--- config.mk ---
export PLATFORM = sky130hd
export DESIGN_NAME = security_system
export DESIGN_NICKNAME = d
export VERILOG_FILES = /design/src/rtl/security_pkg.sv /design/src/rtl/security_alert_timer.sv /design/src/rtl/security_system.sv
export SDC_FILE = /design/constraint.sdc
export NUM_CORES = 1
export LEC_CHECK = 0
export BUFFER_PORTS_ARGS = -buffer_cell sky130_fd_sc_hd__buf_4
export CAP_MARGIN = 10
export CORE_MARGIN = 3
export CORE_UTILIZATION = 56
export CTS_CLUSTER_SIZE = 30
export DETAILED_ROUTE_END_ITERATION = 12
export PLACE_DENSITY = 0.75
export SKIP_CTS_REPAIR_TIMING = 1
export SLEW_MARGIN = 25
export SYNTH_ARGS = -nofsm -noshare
export SYNTH_HDL_FRONTEND = slang
export SYNTH_SLANG_ARGS = --single-unit
--- constraint.sdc ---
create_clock -name clk -period 3.2 [get_ports clk]
set_clock_uncertainty 0.1 [all_clocks]
set_input_delay 0.32 -clock clk [delete_from_list [all_inputs] [get_ports clk]]
set_output_delay 0.32 -clock clk [all_outputs]
set_load 0.02 [all_outputs]
--- src/rtl/security_pkg.sv ---
// Shared types and helpers for the intruder-alarm controller.
// Covers FSM states, zone indices and the sensor-to-zone reduction.
package security_pkg;

    typedef enum logic [1:0] {
        DISARMED = 2'd0,
        ARMED    = 2'd1,
        ALERT    = 2'd2
    } state_t;

    localparam int ZONE_DOOR        = 0;
    localparam int ZONE_WINDOW      = 1;
    localparam int ZONE_MOTION      = 2;
    localparam int NUM_ZONES        = 3;
    localparam int SENSORS_PER_ZONE = 2;

    // Each zone owns two adjacent sensor bits; a zone is active if either bit is set.
    function automatic logic [NUM_ZONES-1:0] zone_reduce(input logic [5:0] s);
        logic [NUM_ZONES-1:0] z;
        for (int i = 0; i < NUM_ZONES; i++) begin
            z[i] = |s[i*SENSORS_PER_ZONE +: SENSORS_PER_ZONE];
        end
        return z;
    endfunction

    function automatic logic [1:0] zone_count(input logic [NUM_ZONES-1:0] z);
        return {1'b0, z[0]} + {1'b0, z[1]} + {1'b0, z[2]};
    endfunction

endpackage

--- src/rtl/security_alert_timer.sv ---
// Saturating alert-duration counter.
// done_next reports whether the value about to be registered equals the police delay.
module security_alert_timer #(
    parameter int POLICE_DELAY = 4
) (
    input  logic clk,
    input  logic rst,
    input  logic clr,
    input  logic load,
    input  logic en,
    output logic done_next
);

    localparam logic [7:0] LIMIT = 8'(POLICE_DELAY);

    logic [7:0] cnt_reg;
    logic [7:0] cnt_next;

    always_comb begin
        cnt_next = cnt_reg;
        if (clr || load) begin
            cnt_next = 8'd0;
        end else if (en && (cnt_reg != LIMIT)) begin
            cnt_next = cnt_reg + 8'd1;
        end
    end

    always_ff @(posedge clk) begin
        if (rst) begin
            cnt_reg <= 8'd0;
        end else begin
            cnt_reg <= cnt_next;
        end
    end

    assign done_next = (cnt_next == LIMIT);

endmodule

--- src/rtl/security_system.sv ---
// Intruder-alarm controller: arming FSM, zone latching and registered alarm outputs.
// Every output is a flop loaded from next-state values, so no input reaches an output combinationally.
module security_system
    import security_pkg::*;
#(
    parameter int POLICE_DELAY = 4
) (
    input  logic       clk,
    input  logic       rst,
    input  logic [5:0] s1,
    input  logic       main_sw,
    output logic       alarm,
    output logic       lights,
    output logic       call_to_pol,
    output logic       video_camera
);

    state_t                state_reg, state_next;
    logic [NUM_ZONES-1:0]  zone_seen_reg, zone_seen_next;
    logic [NUM_ZONES-1:0]  zone_now;
    logic                  alarm_reg, alarm_next;
    logic                  lights_reg, lights_next;
    logic                  call_reg, call_next;
    logic                  timer_load, timer_en, timer_done_next;

    assign zone_now = zone_reduce(s1);

    always_ff @(posedge clk) begin
        if (rst) begin
            state_reg     <= DISARMED;
            zone_seen_reg <= '0;
        end else begin
            state_reg     <= state_next;
            zone_seen_reg <= zone_seen_next;
        end
    end

    // Disarm takes precedence over any sensor activity in every state.
    always_comb begin
        state_next     = state_reg;
        zone_seen_next = zone_seen_reg;
        if (!main_sw) begin
            state_next     = DISARMED;
            zone_seen_next = '0;
        end else begin
            unique case (state_reg)
                DISARMED: state_next = ARMED;
                ARMED: begin
                    if (|s1) begin
                        state_next     = ALERT;
                        zone_seen_next = zone_now;
                    end
                end
                ALERT: zone_seen_next = zone_seen_reg | zone_now;
                default: state_next = DISARMED;
            endcase
        end
    end

    assign timer_load = (state_reg == ARMED) && (state_next == ALERT);
    assign timer_en   = (state_reg == ALERT) && (state_next == ALERT);

    security_alert_timer #(
        .POLICE_DELAY(POLICE_DELAY)
    ) u_timer (
        .clk      (clk),
        .rst      (rst),
        .clr      (!main_sw),
        .load     (timer_load),
        .en       (timer_en),
        .done_next(timer_done_next)
    );

    // call_to_pol latches once set; leaving ALERT is the only way to drop it.
    always_comb begin
        alarm_next  = (state_next == ALERT);
        lights_next = alarm_next && zone_seen_next[ZONE_MOTION];
        call_next   = alarm_next &&
                      (call_reg || timer_done_next || (zone_count(zone_seen_next) >= 2'd2));
    end

    always_ff @(posedge clk) begin
        if (rst) begin
            alarm_reg  <= 1'b0;
            lights_reg <= 1'b0;
            call_reg   <= 1'b0;
        end else begin
            alarm_reg  <= alarm_next;
            lights_reg <= lights_next;
            call_reg   <= call_next;
        end
    end

    assign alarm        = alarm_reg;
    assign video_camera = alarm_reg;
    assign lights       = lights_reg;
    assign call_to_pol  = call_reg;

endmodule

; ---- Yosys cells after proc, flatten, opt, wreduce, memory -nomap -nowiden
; Cells that the tools add are included.
[totals]
in_bits = 9
word_cells = 38
out_inout_bits = 4
regBits = 16
[op_classes]
magnitude_cmp = 1
n_eq_ne = 5
muxes = 8
reduce_logical = 14
add_sub_neg = 3
n_bitwise = 1
[op_table]
columns = operator, count
row1 = $mux W8, 2
row2 = $add A8 B1 Y8 const B, 1
row3 = $eq A8 B3 Y1 const B, 1
row4 = $ne A8 B3 Y1 const B, 1
row5 = $mux W3, 2
row6 = $pmux W2 S3, 1
row7 = $pmux W3 S2, 1
row8 = $reduce_or A2 Y1, 3
row9 = $reduce_or A6 Y1, 1
row10 = $logic_and A1 B1 Y1, 5
row11 = $eq A2 B2 Y1 const B, 2
row12 = $mux W2, 2
row13 = $logic_or A1 B1 Y1, 3
row14 = $or A3 B3 Y3, 1
row15 = $add A1 B1 Y2, 1
row16 = $add A2 B1 Y2, 1
row17 = $eq A2 B1 Y1 const B, 1
row18 = $ge A2 B2 Y1 const B, 1
row19 = $logic_not A2 Y1, 1
row20 = $logic_not A1 Y1, 1

; ---- Longest topological paths before layout
[logic_depth]
word_depth = 13
mapped_depth = 10
depth_no_buf = 10

; ---- Hierarchy
; A second synthesis with hierarchy kept.
[unflattened]
cells_unflattened = 123
hier_area_um2 = 1036.0
[modules_own_cells]
columns = module, seq_area_each_um2, cells_per_inst, area_per_inst_um2, instances
row1 = security_system, 160.2, 61, 525.5, 1
row2 = security_alert_timer, 160.2, 62, 510.5, 1

; ---- Worst setup path before layout
; No wires, ideal clock.
[synth_path]
path_kind = flip-flop to flip-flop
startpoint = reg state_reg[1]
endpoint = reg call_reg (netlist: call_to_pol)
setup_time_ns = 0.124
path_buffers = 0
t_arrival_ns = 2.021
period_less_slack_ns = 2.245
path_stages_with_launch = 10
slack_ns = 0.955
required_time_ns = 2.976
path_cell_list = dfxtp_1 -> inv_1 -> ha_1 -> nor2b_1 -> a21boi_0 -> o22ai_1 -> and2_1 -> ha_1 -> a311oi_1 -> o22ai_1
[synth_via]
elab_cells_between_ends = 22
cone_classes = add/sub (2) / order compare (1) / eq/ne (4) / mux (7) / reduce/logical (8)
[synth_lines]
columns = element, line_no
row1 = from (decl), security_system.sv:18  ; state_t state_reg, state_next;
row2 = from (signal assigned), security_system.sv:33  ; state_reg <= state_next;
row3 = $eq A2 B2 Y1 or $eq A2 B1 Y1 (tied branches), security_system.sv:46  ; unique case (state_reg)
row4 = $pmux W3 S2 *, security_system.sv:46
row5 = $mux W3 *, security_system.sv:42  ; if (!main_sw) begin
row6 = via zone_seen_next[0], security_system.sv:19  ; logic [NUM_ZONES-1:0] zone_seen_reg, zone_seen_next;
row7 = $add A1 B1 Y2 *, security_pkg.sv:27  ; return {1'b0, z[0]} + {1'b0, z[1]} + {1'b0, z[2]};
row8 = $add A2 B1 Y2 *, security_pkg.sv:27
row9 = $ge A2 B2 Y1 *, security_system.sv:79  ; (call_reg || timer_done_next || (zone_count(zone_seen_next) >= 2'd2));
row10 = $logic_or A1 B1 Y1 *, security_system.sv:79
row11 = $logic_and A1 B1 Y1 *, security_system.sv:78  ; call_next = alarm_next &&
row12 = to (signal assigned), security_system.sv:90  ; call_reg <= call_next;
row13 = to (decl), security_system.sv:23  ; logic call_reg, call_next;
; Mark *: on every way through the listed nets, which the timed path passes. The rest lies on a longest branch.
; A chain may end at the register's enable or synchronous reset.

; ---- Worst setup path in the final report
[layout_path]
startpoint = reg state_reg[1]
endpoint = reg call_reg (netlist: call_to_pol)
[layout_via]
elab_cells_between_ends = 22
cone_classes = add/sub (2) / order compare (1) / eq/ne (4) / mux (7) / reduce/logical (8)
[layout_lines]
columns = element, line_no
row1 = $eq A2 B2 Y1 or $eq A2 B1 Y1 (tied branches), security_system.sv:46
row2 = $pmux W3 S2 *, security_system.sv:46
row3 = $mux W3 *, security_system.sv:42
row4 = via zone_seen_next[2], security_system.sv:19
row5 = $add A2 B1 Y2 *, security_pkg.sv:27
row6 = $ge A2 B2 Y1 *, security_system.sv:79
row7 = $logic_or A1 B1 Y1 *, security_system.sv:79
row8 = $logic_and A1 B1 Y1 *, security_system.sv:78
; Marked as above.

==> flow_summary.ini <==
[route]
top_signal_layer_used = met4
drt_first_pass_iters = 4
drt-met1-wl_um = 1040
met3WireLength_um = 96
route.vias.total = 888
routed-wl-met2_um = 915
totalWireLength_um = 2070
route.detailed.drc = 0
vias_per_cell = 5.69
routedWlPerCell_um = 13.3
ant_nets = 0
detail_route.iter0.violations = 21

[placed_design]
final_hpwl_dp_um = 1560
detailed_place.area_um2 = 1110
port_buffers = 12
placed_cells_incl_taps = 153
pre_cts_slack_ps = 753
gp_congestion = 0.833

[timing]
setup-violations-final = 0
finalHoldViolCount = 0
final_period_minus_worst_setup_slack_ps = 2480
finalCritPeriodShare = 0.775
worst_slack_ps = 720
setup_total_negative_slack_ps = 0
setup_repair_after_global_routing_missed_its_margin = false
final.hold.worst_slack_ps = 118
worstMarginPinSlew_ps = 530
slew_violations = 0
max_clock_freq_mhz = 403
relSlewSlack = 0.647

[clock_network]
cts.sink_count = 16
tritoncts = yes
worst_skew_pair.late_latency_ps = 290
clock_tree_buf_depth = 2
cts-buffers-inserted = 3
clk_pin_slew_ps = 90
cts_max_level = 1
cts-root-buf = clkbuf_4

[synth]
postSynthCellCount = 122
synth_enable_flop_cells = 0
commonest_cells_in_the_synthesized_netlist = dfxtp_1 (16), nor2_1 (16), a21oi_1 (9), inv_1 (8), ha_1 (7)
number_of_nets_produced_by_synthesis = 138
synth_warnings = 0
postSynthAreaPerCell_um2 = 8.49
synth_sequential_area_ratio = 0.309
yosysUniqueCellTypes = 37
synth_top_cell_by_area = dfxtp_1
synth_top_area_frac = 0.309
synthArstFlopShare = 0
ys_seq_elements = 16
yosys-top-cells-area = dfxtp_1 (31%), ha_1 (8.5%), nor2_1 (5.8%)
synthesis.area_um2 = 1040
postSynth.topFlopCell = dfxtp_1

[grt]
grt.total_usage = 0.194
grt_start_max_net_pins = 14
via_count_of_the_first_global_routing_pass = 803
grt_overflow = 0
grt_antenna_before_repair = 0
grt_first_pass_wirelength_um = 3700

[power]
combPwrFrac = 0.120
total_leakage_power_nw = 0.457
power.share.switching = 0.243
cellPowerDensity_nw_per_um2 = 308
power_report.internal_total_mw = 0.265
total_power_mw = 0.350
vdd_drop_max_mv = 0.237
clkPwrFrac = 0.296
netSwitchingPower_mw = 0.0850
p_seq_frac = 0.584

[run_status]
outcome = finished, final reports clean

[finish]
largest_register_ff_count = 8
finalNonFillerCells = 156
n_antenna_cell = 0
register_area_um2 = 320
fin_util = 0.696
fillers = 143
postLayoutCellArea_um2 = 1130
area_of_the_multi_input_gates_um2 = 633
flow.area_growth_from_synthesis_pct = 9.42
final_layout_size_suffix_gt1_frac = 0.182
finalNetCount = 150

[die]
rows = 14
num_io_pins = 13
start_util = 0.636
floorplan.core_area_um2 = 1630
horiz_die_dim_um = 49.0
die_h_um = 49.0
die_area_um2 = 2400

[hold_path]
min_path_type = input pin to flop

[worst_setup_path]
criticalPathCategory = flop to flop
critPathArrivalTime_ps = 2550
critPathMaxFanout = 7
crit_path_cell_trace = inv_1 -> ha_1 -> nor2b_1 -> a21boi_0 -> o22ai_1 -> nand2_1 -> inv_1 -> ha_1 -> a311oi_1 -> o22ai_1
data_required_time_of_the_critical_path_ps = 3270
cpPeakStageDelay_ps = 470
cp-end-kind = flop
type_of_origin_of_the_critical_path = flop
worstPathBufferInverterCount = 2
cell_type_group_with_the_largest_total_delay_on_the_critical_path = compound AO/OA/AOI/OAI gates
cpMaxStageDelayCell = dfxtp_1

[job]
max_cap_violations = 0
[layout by cell type, fill, tap and decap left out, types with 3 or more instances in the layout]
master / instances
o22ai_1: 3
inv_1: 8
and3_1: 3
dfxtp_1: 16
xnor2_1: 3
buf_4: 13
nand4_1: 4
a311oi_2: 3
and2_1: 3
nand2_1: 4
xor2_1: 4
nor2b_1: 3
ha_1: 7
nor3_1: 4
a21oi_1: 9
nor2_1: 16
o21ai_0: 4
clkbuf_4: 3
[layer usage]
| layer | track usage | up-vias |
|---|---|---|
| li1 | - | 455 |
| met1 | 0.277 | 410 |
| met3 | 0.0581 | 5 |
| met4 | 0.0427 | 0 |
| met2 | 0.283 | 18 |
| met5 | 0 | - |
[logic make-up after synthesis]
family / synth area share
AOI/OAI and AO/OA: 0.192
xor gates and xnor gates: 0.0592
adders and majority gates: 0.0845
buffers and inverters: 0.0797
DFF: 0.309
muxes: 0.00966
and+or+nand+nor: 0.266
[worst register-to-register path, cell delays in order, from the launching register on]
cell and delay [ps]:
dfxtp_1 470, inv_1 100, ha_1 330, nor2b_1 170
a21boi_0 250, o22ai_1 110, nand2_1 140, inv_1 70
ha_1 270, a311oi_1 260, o22ai_1 100
[worst paths after layout]
path / start / end / slack [ps] / depth (start not counted)
setup / recovery: state_reg[1] / call_to_pol / 720 / 10
hold / removal: rst / zone_seen_reg[2] / 120 / 2
hold reg to reg: call_to_pol / call_to_pol / 480 / 2
setup reg to reg: state_reg[1] / call_to_pol / 720 / 10
[power groups by stage]
stage / combinational, mW / clock (mW) / sequential, mW
2_1_floorplan: 0.0280 / 0 / 0.209
5_1_grt: 0.0471 / 0.115 / 0.205
3_5_place_dp: 0.0416 / 0 / 0.209
4_1_cts: 0.0420 / 0.107 / 0.204
3_3_place_gp: 0.0405 / 0 / 0.209
6_report: 0.0420 / 0.104 / 0.204
[cell type report]
| cell class | instances | area share |
|---|---|---|
| clock buffers | 3 | 0.0199 |
| inverters | 8 | 0.0265 |
| flip-flops and latches | 16 | 0.283 |
| repair buffers | 13 | 0.0861 |
| well taps | 24 | 0.0265 |
| multi-input cells | 92 | 0.558 |
Note: power is estimated with default switching activity, not from simulation.
